==> config.mk <==
export PLATFORM = sky130hd
export DESIGN_NAME = game_state_ctrl
export DESIGN_NICKNAME = d
export VERILOG_FILES = /design/src/rtl/game_state_ctrl.sv
export SDC_FILE = /design/constraint.sdc
export NUM_CORES = 1
export LEC_CHECK = 0
export CORE_MARGIN = 2
export CORE_UTILIZATION = 50
export CTS_BUF_LIST = sky130_fd_sc_hd__clkbuf_16
export DETAILED_ROUTE_END_ITERATION = 12
export GPL_ROUTABILITY_DRIVEN = 0
export PLACE_DENSITY = 0.76
export RECOVER_POWER = 100
export SYNTH_ARGS = -nofsm -noshare
export SYNTH_HDL_FRONTEND = slang
export SYNTH_SLANG_ARGS = --single-unit
==> constraint.sdc <==
create_clock -name clk -period 2.72 [get_ports clk]
set_input_delay 0.544 -clock clk [delete_from_list [all_inputs] [get_ports clk]]
set_output_delay 0.544 -clock clk [all_outputs]
set_load 0.005 [all_outputs]
==> src/rtl/game_state_ctrl.sv <==
// game_state_ctrl: arbitrates player commands and level loads into game_retract strobes.
// Build option GSC_MULTI_UNDO_EN: undo history up to UNDO_DEPTH (1..15), else single undo.
module game_state_ctrl #(
    parameter int UNDO_DEPTH = 8,
    parameter int STEP_W     = 8
) (
    input  logic              clk,
    input  logic              rst_n,
    input  logic              cmd_valid,
    output logic              cmd_ready,
    input  logic [1:0]        cmd_op,
    input  logic [1:0]        cmd_dir,
    input  logic              load_req,
    output logic              load_ack,
    output logic              move_start,
    output logic [1:0]        move_dir,
    input  logic              move_done,
    input  logic              move_legal,
    input  logic              real_retract,
    output logic [1:0]        sel,
    output logic              game_state_en,
    output logic [STEP_W-1:0] step_cnt,
    output logic [3:0]        undo_avail,
    output logic              busy,
    output logic              cmd_err
);

`ifdef GSC_MULTI_UNDO_EN
    localparam bit MultiUndo = 1'b1;
`else
    localparam bit MultiUndo = 1'b0;
`endif
    localparam logic [3:0] UndoCap = MultiUndo ? 4'(UNDO_DEPTH) : 4'd1;

    localparam logic [1:0] OpMove    = 2'd0;
    localparam logic [1:0] OpUndo    = 2'd1;
    localparam logic [1:0] OpRestart = 2'd2;

    localparam logic [1:0] SelInit    = 2'd0;
    localparam logic [1:0] SelMove    = 2'd1;
    localparam logic [1:0] SelRetract = 2'd2;
    localparam logic [1:0] SelHold    = 2'd3;

    typedef enum logic [2:0] {
        S_IDLE,
        S_LOAD,
        S_MOVE,
        S_COMMIT,
        S_UNDO,
        S_UNDO_CHK
    } state_e;

    state_e            state_q, state_d;
    logic              ready_q, ready_d;
    logic              load_ack_q, load_ack_d;
    logic              move_start_q, move_start_d;
    logic [1:0]        move_dir_q, move_dir_d;
    logic [1:0]        sel_q, sel_d;
    logic              en_q, en_d;
    logic [STEP_W-1:0] step_q, step_d;
    logic [3:0]        undo_q, undo_d;
    logic              busy_q, busy_d;
    logic              err_q, err_d;

    // load_req must win in the same cycle it rises, so it gates the registered ready
    assign cmd_ready     = ready_q && !load_req;
    assign load_ack      = load_ack_q;
    assign move_start    = move_start_q;
    assign move_dir      = move_dir_q;
    assign sel           = sel_q;
    assign game_state_en = en_q;
    assign step_cnt      = step_q;
    assign undo_avail    = undo_q;
    assign busy          = busy_q;
    assign cmd_err       = err_q;

    always_comb begin
        state_d      = state_q;
        move_dir_d   = move_dir_q;
        step_d       = step_q;
        undo_d       = undo_q;
        load_ack_d   = 1'b0;
        move_start_d = 1'b0;
        err_d        = 1'b0;

        unique case (state_q)
            S_IDLE: begin
                if (load_req) begin
                    state_d    = S_LOAD;
                    load_ack_d = 1'b1;
                end else if (cmd_valid && cmd_ready) begin
                    unique case (cmd_op)
                        OpMove: begin
                            state_d      = S_MOVE;
                            move_dir_d   = cmd_dir;
                            move_start_d = 1'b1;
                        end
                        OpUndo: begin
                            if (undo_q == 4'd0) err_d = 1'b1;
                            else                state_d = S_UNDO;
                        end
                        OpRestart: state_d = S_LOAD;
                        default:   err_d = 1'b1;
                    endcase
                end
            end
            S_LOAD: begin
                step_d  = '0;
                undo_d  = '0;
                state_d = S_IDLE;
            end
            S_MOVE: begin
                if (move_done) begin
                    state_d = move_legal ? S_COMMIT : S_IDLE;
                    err_d   = !move_legal;
                end
            end
            S_COMMIT: begin
                if (step_q != '1)     step_d = step_q + STEP_W'(1);
                if (undo_q < UndoCap) undo_d = undo_q + 4'd1;
                state_d = S_IDLE;
            end
            S_UNDO: state_d = S_UNDO_CHK;
            S_UNDO_CHK: begin
                if (real_retract) begin
                    if (step_q != '0)   step_d = step_q - STEP_W'(1);
                    if (undo_q != 4'd0) undo_d = undo_q - 4'd1;
                end else begin
                    err_d = 1'b1;
                end
                state_d = S_IDLE;
            end
            default: state_d = S_IDLE;
        endcase

        // strobes are decoded from the state being entered so they leave a flop
        sel_d = SelHold;
        en_d  = 1'b0;
        case (state_d)
            S_LOAD: begin
                sel_d = SelInit;
                en_d  = 1'b1;
            end
            S_COMMIT: begin
                sel_d = SelMove;
                en_d  = 1'b1;
            end
            S_UNDO: begin
                sel_d = SelRetract;
                en_d  = 1'b1;
            end
            default: ;
        endcase
        busy_d  = (state_d != S_IDLE);
        ready_d = (state_d == S_IDLE);
    end

    always_ff @(posedge clk or negedge rst_n) begin
        if (!rst_n) begin
            state_q      <= S_IDLE;
            ready_q      <= 1'b0;
            load_ack_q   <= 1'b0;
            move_start_q <= 1'b0;
            move_dir_q   <= 2'd0;
            sel_q        <= SelHold;
            en_q         <= 1'b0;
            step_q       <= '0;
            undo_q       <= 4'd0;
            busy_q       <= 1'b0;
            err_q        <= 1'b0;
        end else begin
            state_q      <= state_d;
            ready_q      <= ready_d;
            load_ack_q   <= load_ack_d;
            move_start_q <= move_start_d;
            move_dir_q   <= move_dir_d;
            sel_q        <= sel_d;
            en_q         <= en_d;
            step_q       <= step_d;
            undo_q       <= undo_d;
            busy_q       <= busy_d;
            err_q        <= err_d;
        end
    end

endmodule

---- Yosys cells after proc, flatten, opt, wreduce, memory -nomap -nowiden ----
Cells that the tools add are included.
word-level totals
  register bits ........................... 25
  input bits .............................. 11
  output and inout port bits .............. 22
  logic and storage cells ................. 80
cells by class
  add/subtract/negate cells ............... 4
  $lt $le $gt $ge ......................... 1
  eq/ne operators ......................... 16
  multiplexer cells ....................... 30
  bitwise operators ....................... 1
  reductions and logical operators ........ 17
operators by type and width
  operator               number
  $mux W8                3
  $pmux W8 S3            1
  $pmux W3 S3            2
  $mux W1                12
  $mux W3                4
  $mux W4                3
  $pmux W4 S3            1
  $reduce_and A4 Y1      3
  $ne A2 B2 Y1 const B   5
  $eq A3 B2 Y1 const B   3
  $eq A3 B3 Y1 const B   3
  $add A8 B1 Y8 const B  1
  $ne A8 B8 Y1 const B   1
  $reduce_bool A8 Y1     1
  $sub A8 B1 Y8 const B  1
  $eq A3 B1 Y1 const B   2
  $logic_not A3 Y1       2
  $pmux W2 S3            1
  $reduce_bool A3 Y1     2
  $add A4 B1 Y4 const B  1
  $logic_not A4 Y1       1
  $lt A4 B1 Y1 const B   1
  $reduce_bool A4 Y1     1
  $sub A4 B1 Y4 const B  1
  other kinds (11)       13

---- Logic depth before layout (Yosys ltp) ----
Gate-level depths: netlist of run 1.
  depth in word-level cells ............... 9
  mapped depth ............................ 10
  gate-level depth less buffers ........... 10

---- Worst setup path before layout of run 1 ----
No wires, ideal clock.
  path type ............................... reg-to-reg
  start ................................... register state_q[1]
  end ..................................... register step_q[7] (netlist: step_cnt[7])
  arrival ................................. 2120 ps
  required time ........................... 2599 ps
  setup slack ............................. 479 ps
  stages on the path, launching flop included .. 11
  path buffers ............................ 0
  cell sequence ........................... dfrtp_1 > and2b_4 > nand2_4 > inv_2 > ha_1 > a21o_1 > a21oi_1 > o21ai_1 > a31oi_1 > nor2_1 > o22a_1
between the ends
  word-level cells in the longest chain between the ends .. 3
  elaborated cells between the ends (all ways) .. 9
  those cells by class .................... eq/ne (6); mux (1); reduce/logical (2)
ends and longest elaborated chain
  item                                                                        line  RTL
  start: declaration                                                          53    state_e state_q, state_d;
  start signal: assignment                                                    172   state_q <= state_d;
  $eq A3 B3 Y1 (tied with other cells)                                        86    unique case (state_q)
  $ne A2 B2 Y1 (no source line) / $reduce_bool A3 Y1 (equally long branches)  n/a
  $reduce_and A4 Y1 (no source line)                                          n/a
  end signal: assignment                                                      179   step_q <= step_d;
  end: declaration                                                            60    logic [STEP_W-1:0] step_q, step_d;
Several ways; a longest one is shown, not always the timed one.
A chain may end at the register's enable or synchronous reset.

---- Worst setup path after layout of run 1 ----
Ends and elaborated chain as after synthesis.

==> metrics.txt, run 1 <==
status=finished, final reports clean; fmax=0.405 GHz; simple-gate area share of the yosys netlist=20.5%; Final nets=200; synthesis warning total=0; Synth Net Count=162; Overflow after GRT=0; period utilization=90.8%; # hold bufs at CTS=0; Netlist cell types=51; die span in y=58.5 um; DR vias/cell=5.66; Tmin final=2470 ps; width of the die=58.5 um; Post-Route WL=3060 um; mux share of post-synthesis cell area=2.27%; delay-heaviest family, CP=compound AO/OA/AOI/OAI gates; Crit Path Class=flop to flop; core footprint=2780 um2; PwrDens=615 nW/um2; Synth area leader=dfrtp_1; io pins=33; reg2reg end=step_cnt[7]$_DFFE_PN0P_; top cells by area, synth=dfrtp_1, ha_1, dfstp_2; Tot GR Track Use=20.0%; Clock power frac=29.0%; r2r startpoint=state_q[1]$_DFF_PN0_; total clock buffers created by CTS=3; main combinational cell family by area after synthesis=simple AND/OR/NAND/NOR gates; NetSw=346 uW; Worst EP required=2870 ps; Max Root-Sink Buffers=2; H-tree depth=1; Reg power frac=41.2%; Die ar.=3420 um2; Util after Layout=68.2%; post-DP HPWL=2360 um; CP Depth=10; Post-DRT Antenna Nets=0; asr flop ratio synth=100%; Synth Area in XOR/XNOR=2.95%; crit path buf inv count=1; cell count after placement=205; share of layout cells above drive strength 1=8.43%; fillcell total=213; clk sinks=25; largest net degree at the start of global routing=17; CTS tree=built; max_cap viols=0; Setup crit start=state_q[1]$_DFF_PN0_; root buf cell=clkbuf_16; Buffers on Ports=32; vias post-DR=1183; Top FF cell, synth=dfrtp_1; Reg2Reg Depth=10; maximum vdd drop=0.000365 V; Worst slew margin=45.6%; clk_skew=2.00 ps; antenna cell count=0; First-pass DRT Iterations=4; Worst Hold Slack=493 ps; RSZ-0062 raised after global routing=false; share of the synthesized area in the top cell type=38.8%; P_int=820 uW; CP Data Arrival Time=2620 ps; crit-path max FO=11; final non-filler cell total=209; static leakage=0.929 nW; CP peak stage delay=450 ps; Starting Density=53.4%; area of the multi-input gates=776 um2; # rows=19; initial antenna violation count=0; Yosys reg bits=25; worst reg2reg setup slack=250 ps; Final Setup Violations=0; TNS Setup=0 ps; crit start category=flop; Slew Viols, Final=0; Hold Vio Cnt, Final=0; worst-path cell chain=and2b_1 > nand2_4 > inv_2 > ha_1 > a21o_1 > a21oi_1 > o21ai_1 > a31oi_2 > nor2_1 > o22a_1; Reg area=628 um2; worst setup path end=step_cnt[7]$_DFFE_PN0P_; Post-Synthesis Cell Area=1490 um2; syn_area_per_cell=10.5 um2; routed length per instance=14.6 um; Clk pin slew, worst setup/hold paths=70 ps; Clk Latency, worst-skew pair=260 ps; Worst-Margin Slew=809 ps; EDFF count, synth=0; Worst Hold Class=flop to flop; DR iter-0 viols=29; Slowest-stage cell, CP=dfrtp_1; kind of end point of the critical path=flop; Post-Syn Instances=141; Sw Share=29.7%; Comb pwr share=29.9%; adder-cell share of the synthesized area=8.93%; area growth from synthesis to layout=27.6%; # DRC=0; sequential area share after synthesis=42.3%; compound-cell area share of the yosys netlist=19.8%; Final Power=1.17 mW; vias in the first global route=1199; first-pass GRT wire length=5350 um
metrics by stage:
step	setup WS, ps	cell area (um2)
after floorplan	479	1490
after global placement	337	1850
after detailed placement	221	1850
after CTS	205	1940
after global routing	44.5	1900
final	250	1900
flip-flops by register name (all words and copies together) (netlist names), 2 cells and up:
name,cells
step_cnt,8
sel,2
move_dir,2
state_q,3
undo_avail,4
cell families after synthesis:
kind of cell | count (synthesis)
flip-flops | 25
buffers and inverters | 12
AO/OA/AOI/OAI | 40
AND/OR/NAND/NOR | 46
multiplexers | 3
XOR/XNOR | 5
adder cells (fa/ha/maj) | 10
Yosys cell counts (2+ instances only):
cell / n
a211oi_1: 2
a21o_1: 5
a21oi_1: 7
a22o_1: 4
a31oi_1: 2
dfrtp_1: 23
dfstp_2: 2
ha_1: 9
inv_1: 10
mux2_1: 2
nand2_1: 9
nand2b_1: 4
nand3_1: 2
nand3b_1: 3
nor2_1: 6
nor3_1: 3
nor3b_1: 2
nor4_1: 2
o21ai_1: 5
o21ai_2: 2
o31ai_1: 3
or3_4: 2
xnor2_1: 4
worst min path at each step:
stage	depth (start not counted)	to	from	slack (ps)
2_1_floorplan	0	busy$_DFF_PN0_	rst_n	250
3_3_place_gp	1	move_dir[1]$_DFFE_PN0P_	move_dir[1]$_DFFE_PN0P_	470
3_5_place_dp	1	move_dir[0]$_DFFE_PN0P_	move_dir[0]$_DFFE_PN0P_	480
4_1_cts	1	move_dir[0]$_DFFE_PN0P_	move_dir[0]$_DFFE_PN0P_	500
5_1_grt	1	move_dir[1]$_DFFE_PN0P_	move_dir[1]$_DFFE_PN0P_	550
6_report	1	move_dir[0]$_DFFE_PN0P_	move_dir[0]$_DFFE_PN0P_	490
power groups by stage:
| stage | registers (mW) | clock network (mW) | logic [mW] |
|---|---|---|---|
| 2_1_floorplan | 0.486 | 0 | 0.210 |
| 3_3_place_gp | 0.486 | 0 | 0.385 |
| 3_5_place_dp | 0.489 | 0 | 0.393 |
| 4_1_cts | 0.484 | 0.348 | 0.395 |
| 5_1_grt | 0.490 | 0.363 | 0.387 |
| 6_report | 0.480 | 0.338 | 0.348 |
metal layers:
metal,vias to the layer above,routed length [um],track usage [%],share of wire (%)
li1,590,-,-,-
met1,572,1510,27.7,49
met2,19,1470,33.9,48
met3,2,78,3.30,2.5
met4,0,6,3.32,0.20
met5,-,0,0,0
what timing repair did:
item | in CTS | in global routing
buffers inserted | 0 | 0
endpoints found under the setup margin | 0 | 1
resized for setup | 0 | 1
hold endpoints to repair | 0 | 0
layout by cell type (no fill, tap or decap), types with 2 or more instances in the layout:
| master | n |
|---|---|
| nor3b_1 | 2 |
| dlygate4sd3_1 | 23 |
| mux2_1 | 2 |
| o211ai_1 | 2 |
| nand2_1 | 9 |
| ha_1 | 9 |
| nand3b_1 | 3 |
| nand2b_1 | 4 |
| a22o_1 | 4 |
| inv_1 | 10 |
| clkbuf_1 | 2 |
| a21oi_1 | 7 |
| nand3_1 | 2 |
| o21ai_1 | 2 |
| dfrtp_1 | 23 |
| o31ai_1 | 3 |
| a211oi_1 | 2 |
| nor4_1 | 3 |
| clkdlybuf4s50_1 | 9 |
| nor3_1 | 4 |
| or3_1 | 2 |
| xnor2_1 | 4 |
| clkbuf_16 | 3 |
| o21ai_0 | 4 |
| a21o_1 | 5 |
| dfstp_2 | 2 |
| nor2_1 | 7 |
worst register-to-register path, delay by kind of cell, from the launching register on:
kind / cells / cell delay [ps]
flops: 1 / 450
buf+inv: 1 / 180
compound gates: 5 / 950
fa+ha+maj: 1 / 320
simple gates: 3 / 460
layout make-up:
type	count	area share [%]
clock inverter	1	0.462
tap	31	2.05
timing repair buffer	34	17.3
multi-input combinational	104	40.9
clock buffer	3	3.96
sequential	25	33.1
inverter	11	2.18
No activity file was read; power rests on OpenSTA's default activity.
==> run 2, diff against run 1 <==
CORE_ASPECT_RATIO = 1.1   (was default)
==> run 2 against run 1 <==
Combinational power is essentially flat. Design area grew 0.20%. Flip-flop and latch count is the same. Die area is essentially flat. Final cell count grew 0.96%. Core utilization shrank 0.38 points. Clock power is essentially flat. Non-clock buffer count is the same. Largest cell class unchanged. Largest power group unchanged.
==> metrics.txt, run 2 (synthesis gave the netlist of run 1 again) <==
vias in the first global route=1214 (was 1199); Buffers on Ports=32 (unchanged); clk sinks=25 (unchanged); pre-CTS WS=236 ps (was 221 ps); Crit Path Class=flop to flop (unchanged); final non-filler cell total=211 (was 209); worst hold stages=1 (unchanged); status=finished, final reports clean (unchanged); Reg power frac=41.0% (was 41.2%); vias post-DR=1202 (was 1183); NetSw=347 uW (was 346 uW); Die ar.=3420 um2 (about the same); Max Root-Sink Buffers=2 (unchanged); crit path buf inv count=1 (unchanged); period utilization=93.2% (was 90.8%); core footprint=2800 um2 (was 2780 um2); Worst-Margin Slew=794 ps (was 809 ps); Tot GR Track Use=20.6% (was 20.0%); max_cap viols=0 (unchanged); width of the die=56.0 um (was 58.5 um); Slew Viols, Final=0 (unchanged); TNS Setup=0 ps (unchanged); Worst Hold Slack=491 ps (was 493 ps); P_int=825 uW (was 820 uW); Starting Density=53.0% (was 53.4%); Final Setup Violations=0 (unchanged); PwrDens=617 nW/um2 (was 615 nW/um2); r2r startpoint=state_q[1]$_DFF_PN0_ (unchanged); # hold bufs at CTS=0 (unchanged); post-DP HPWL=2390 um (was 2360 um); # DRC=0 (unchanged); fin area=1900 um2 (about the same); io pins=33 (unchanged); PostCTS Resize Cnt=0 (unchanged); worst reg2reg setup slack=190 ps (was 250 ps); Overflow after GRT=0 (unchanged); total clock buffers created by CTS=3 (unchanged); Worst slew margin=46.6% (was 45.6%); kind of end point of the critical path=flop (unchanged); fillcell total=236 (was 213); First-pass DRT Iterations=4 (unchanged); delay-heaviest family, CP=compound AO/OA/AOI/OAI gates (unchanged); Slowest-stage cell, CP=dfrtp_1 (unchanged); # Post-CTS Setup Buffers=0 (unchanged); RSZ-0062 raised after global routing=false (unchanged); static leakage=0.928 nW (was 0.929 nW); dpl cell area=1850 um2 (about the same); antenna cell count=0 (unchanged); hold_sp=move_dir[0]$_DFFE_PN0P_ (unchanged); # rows=20 (was 19); Worst EP required=2870 ps (about the same); fmax=0.395 GHz (was 0.405 GHz); CTS tree=built (unchanged); clk_skew=4.31 ps (was 2.00 ps); Clk pin slew, worst setup/hold paths=70 ps (about the same); Comb pwr share=29.9% (about the same); Final nets=200 (unchanged); worst-path cell chain=and2b_4 > nand2_4 > inv_2 > ha_1 > a21o_1 > a21oi_1 > o21ai_1 > a31oi_1 > nor2_1 > o22a_1 (was and2b_1 > nand2_4 > inv_2 > ha_1 > a21o_1 > a21oi_1 > o21ai_1 > a31oi_2 > nor2_1 > o22a_1); Sw Share=29.6% (was 29.7%); most common cell after layout, fill and taps aside=dlygate4sd3_1; die span in y=61.2 um (was 58.5 um); Hold Vio Cnt, Final=0 (unchanged); crit start category=flop (unchanged); number of flip-flops in the largest register=8 (unchanged); largest net degree at the start of global routing=17 (unchanged); Post-DRT Antenna Nets=0 (unchanged); most frequent cells in the layout=dlygate4sd3_1, dfrtp_1, inv_1, nand2_1, ha_1 (was dfrtp_1, dlygate4sd3_1, inv_1); worst hold endpoint=move_dir[0]$_DFFE_PN0P_ (unchanged); initial antenna violation count=0 (unchanged); Clock power frac=29.1% (was 29.0%); first-pass GRT wire length=5490 um (was 5350 um); DR vias/cell=5.70 (was 5.66); maximum vdd drop=0.000448 V (was 0.000365 V); routed length per instance=14.8 um (was 14.6 um); Clk Latency, worst-skew pair=260 ps (about the same); CP Data Arrival Time=2680 ps (was 2620 ps); worst setup margin=185 ps (was 250 ps); crit-path max FO=11 (unchanged); Reg2Reg Depth=10 (unchanged); share of layout cells above drive strength 1=8.99% (was 8.43%); Tmin final=2530 ps (was 2470 ps); Worst Hold Class=flop to flop (unchanged); DR iter-0 viols=29 (unchanged); Post-Route WL=3120 um (was 3060 um); cell count after placement=207 (was 205); area growth from synthesis to layout=27.9% (was 27.6%); root buf cell=clkbuf_16 (unchanged); H-tree depth=1 (unchanged); CP peak stage delay=460 ps (was 450 ps); reg2reg end=step_cnt[7]$_DFFE_PN0P_ (unchanged); Reg area=628 um2 (unchanged); area of the multi-input gates=777 um2 (was 776 um2)
## run 2: cell count changes in the layout (fill, tap and decap cells not counted), sizes merged
cell and delta:
clkdlybuf4s50 -1, dlygate4sd3 +1
## run 2: area by class of cell
type,instances,area share (%)
flip-flops and latches,25,33.1
inverters,11,2.17
well taps,33,2.17
multi-input cells,104,40.9
clock buffers,3,3.95
clock inverters,1,0.461
repair buffers,34,17.3
## run 2: how the worst max path moves through the flow
stage	from	end	slack, ps	cells past startpoint
after global placement	state_q[1]$_DFF_PN0_	step_cnt[7]$_DFFE_PN0P_	340	10
after CTS	state_q[1]$_DFF_PN0_	step_cnt[7]$_DFFE_PN0P_	200	10
after detailed placement	state_q[1]$_DFF_PN0_	step_cnt[7]$_DFFE_PN0P_	240	10
final	state_q[1]$_DFF_PN0_	step_cnt[7]$_DFFE_PN0P_	190	10
after global routing	state_q[1]$_DFF_PN0_	step_cnt[7]$_DFFE_PN0P_	10	10
after floorplan	state_q[1]$_DFF_PN0_	step_cnt[7]$_DFFE_PN0P_	480	10
## run 2: through the flow
stage | util [%] | power, mW
2_1_floorplan | - | 0.696
3_3_place_gp | 66.2 | 0.869
3_5_place_dp | 66.2 | 0.883
4_1_cts | 69.2 | 1.22
5_1_grt | 67.8 | 1.24
6_report | 67.8 | 1.17
## run 2: power by group through the flow
stage,clock (mW),combinational [mW],sequential (mW)
detailed placement,0,0.393,0.490
floorplan,0,0.210,0.486
global route,0.362,0.389,0.491
global placement,0,0.383,0.486
CTS,0.341,0.395,0.484
finish,0.341,0.351,0.480
## run 2: worst register-to-register path, stage by stage (launching register included)
cell and delay (ps):
dfrtp_1 460, and2b_4 310, nand2_4 70, inv_2 180, ha_1 320, a21o_1 200, a21oi_1 130, o21ai_1 110
a31oi_1 350, nor2_1 80, o22a_1 220
## run 2: per-layer routing
layer	GRT usage [%]	wire, um
met5	0	0
met4	9.18	61
met3	2.94	83
met2	37.3	1600
met1	25.1	1380
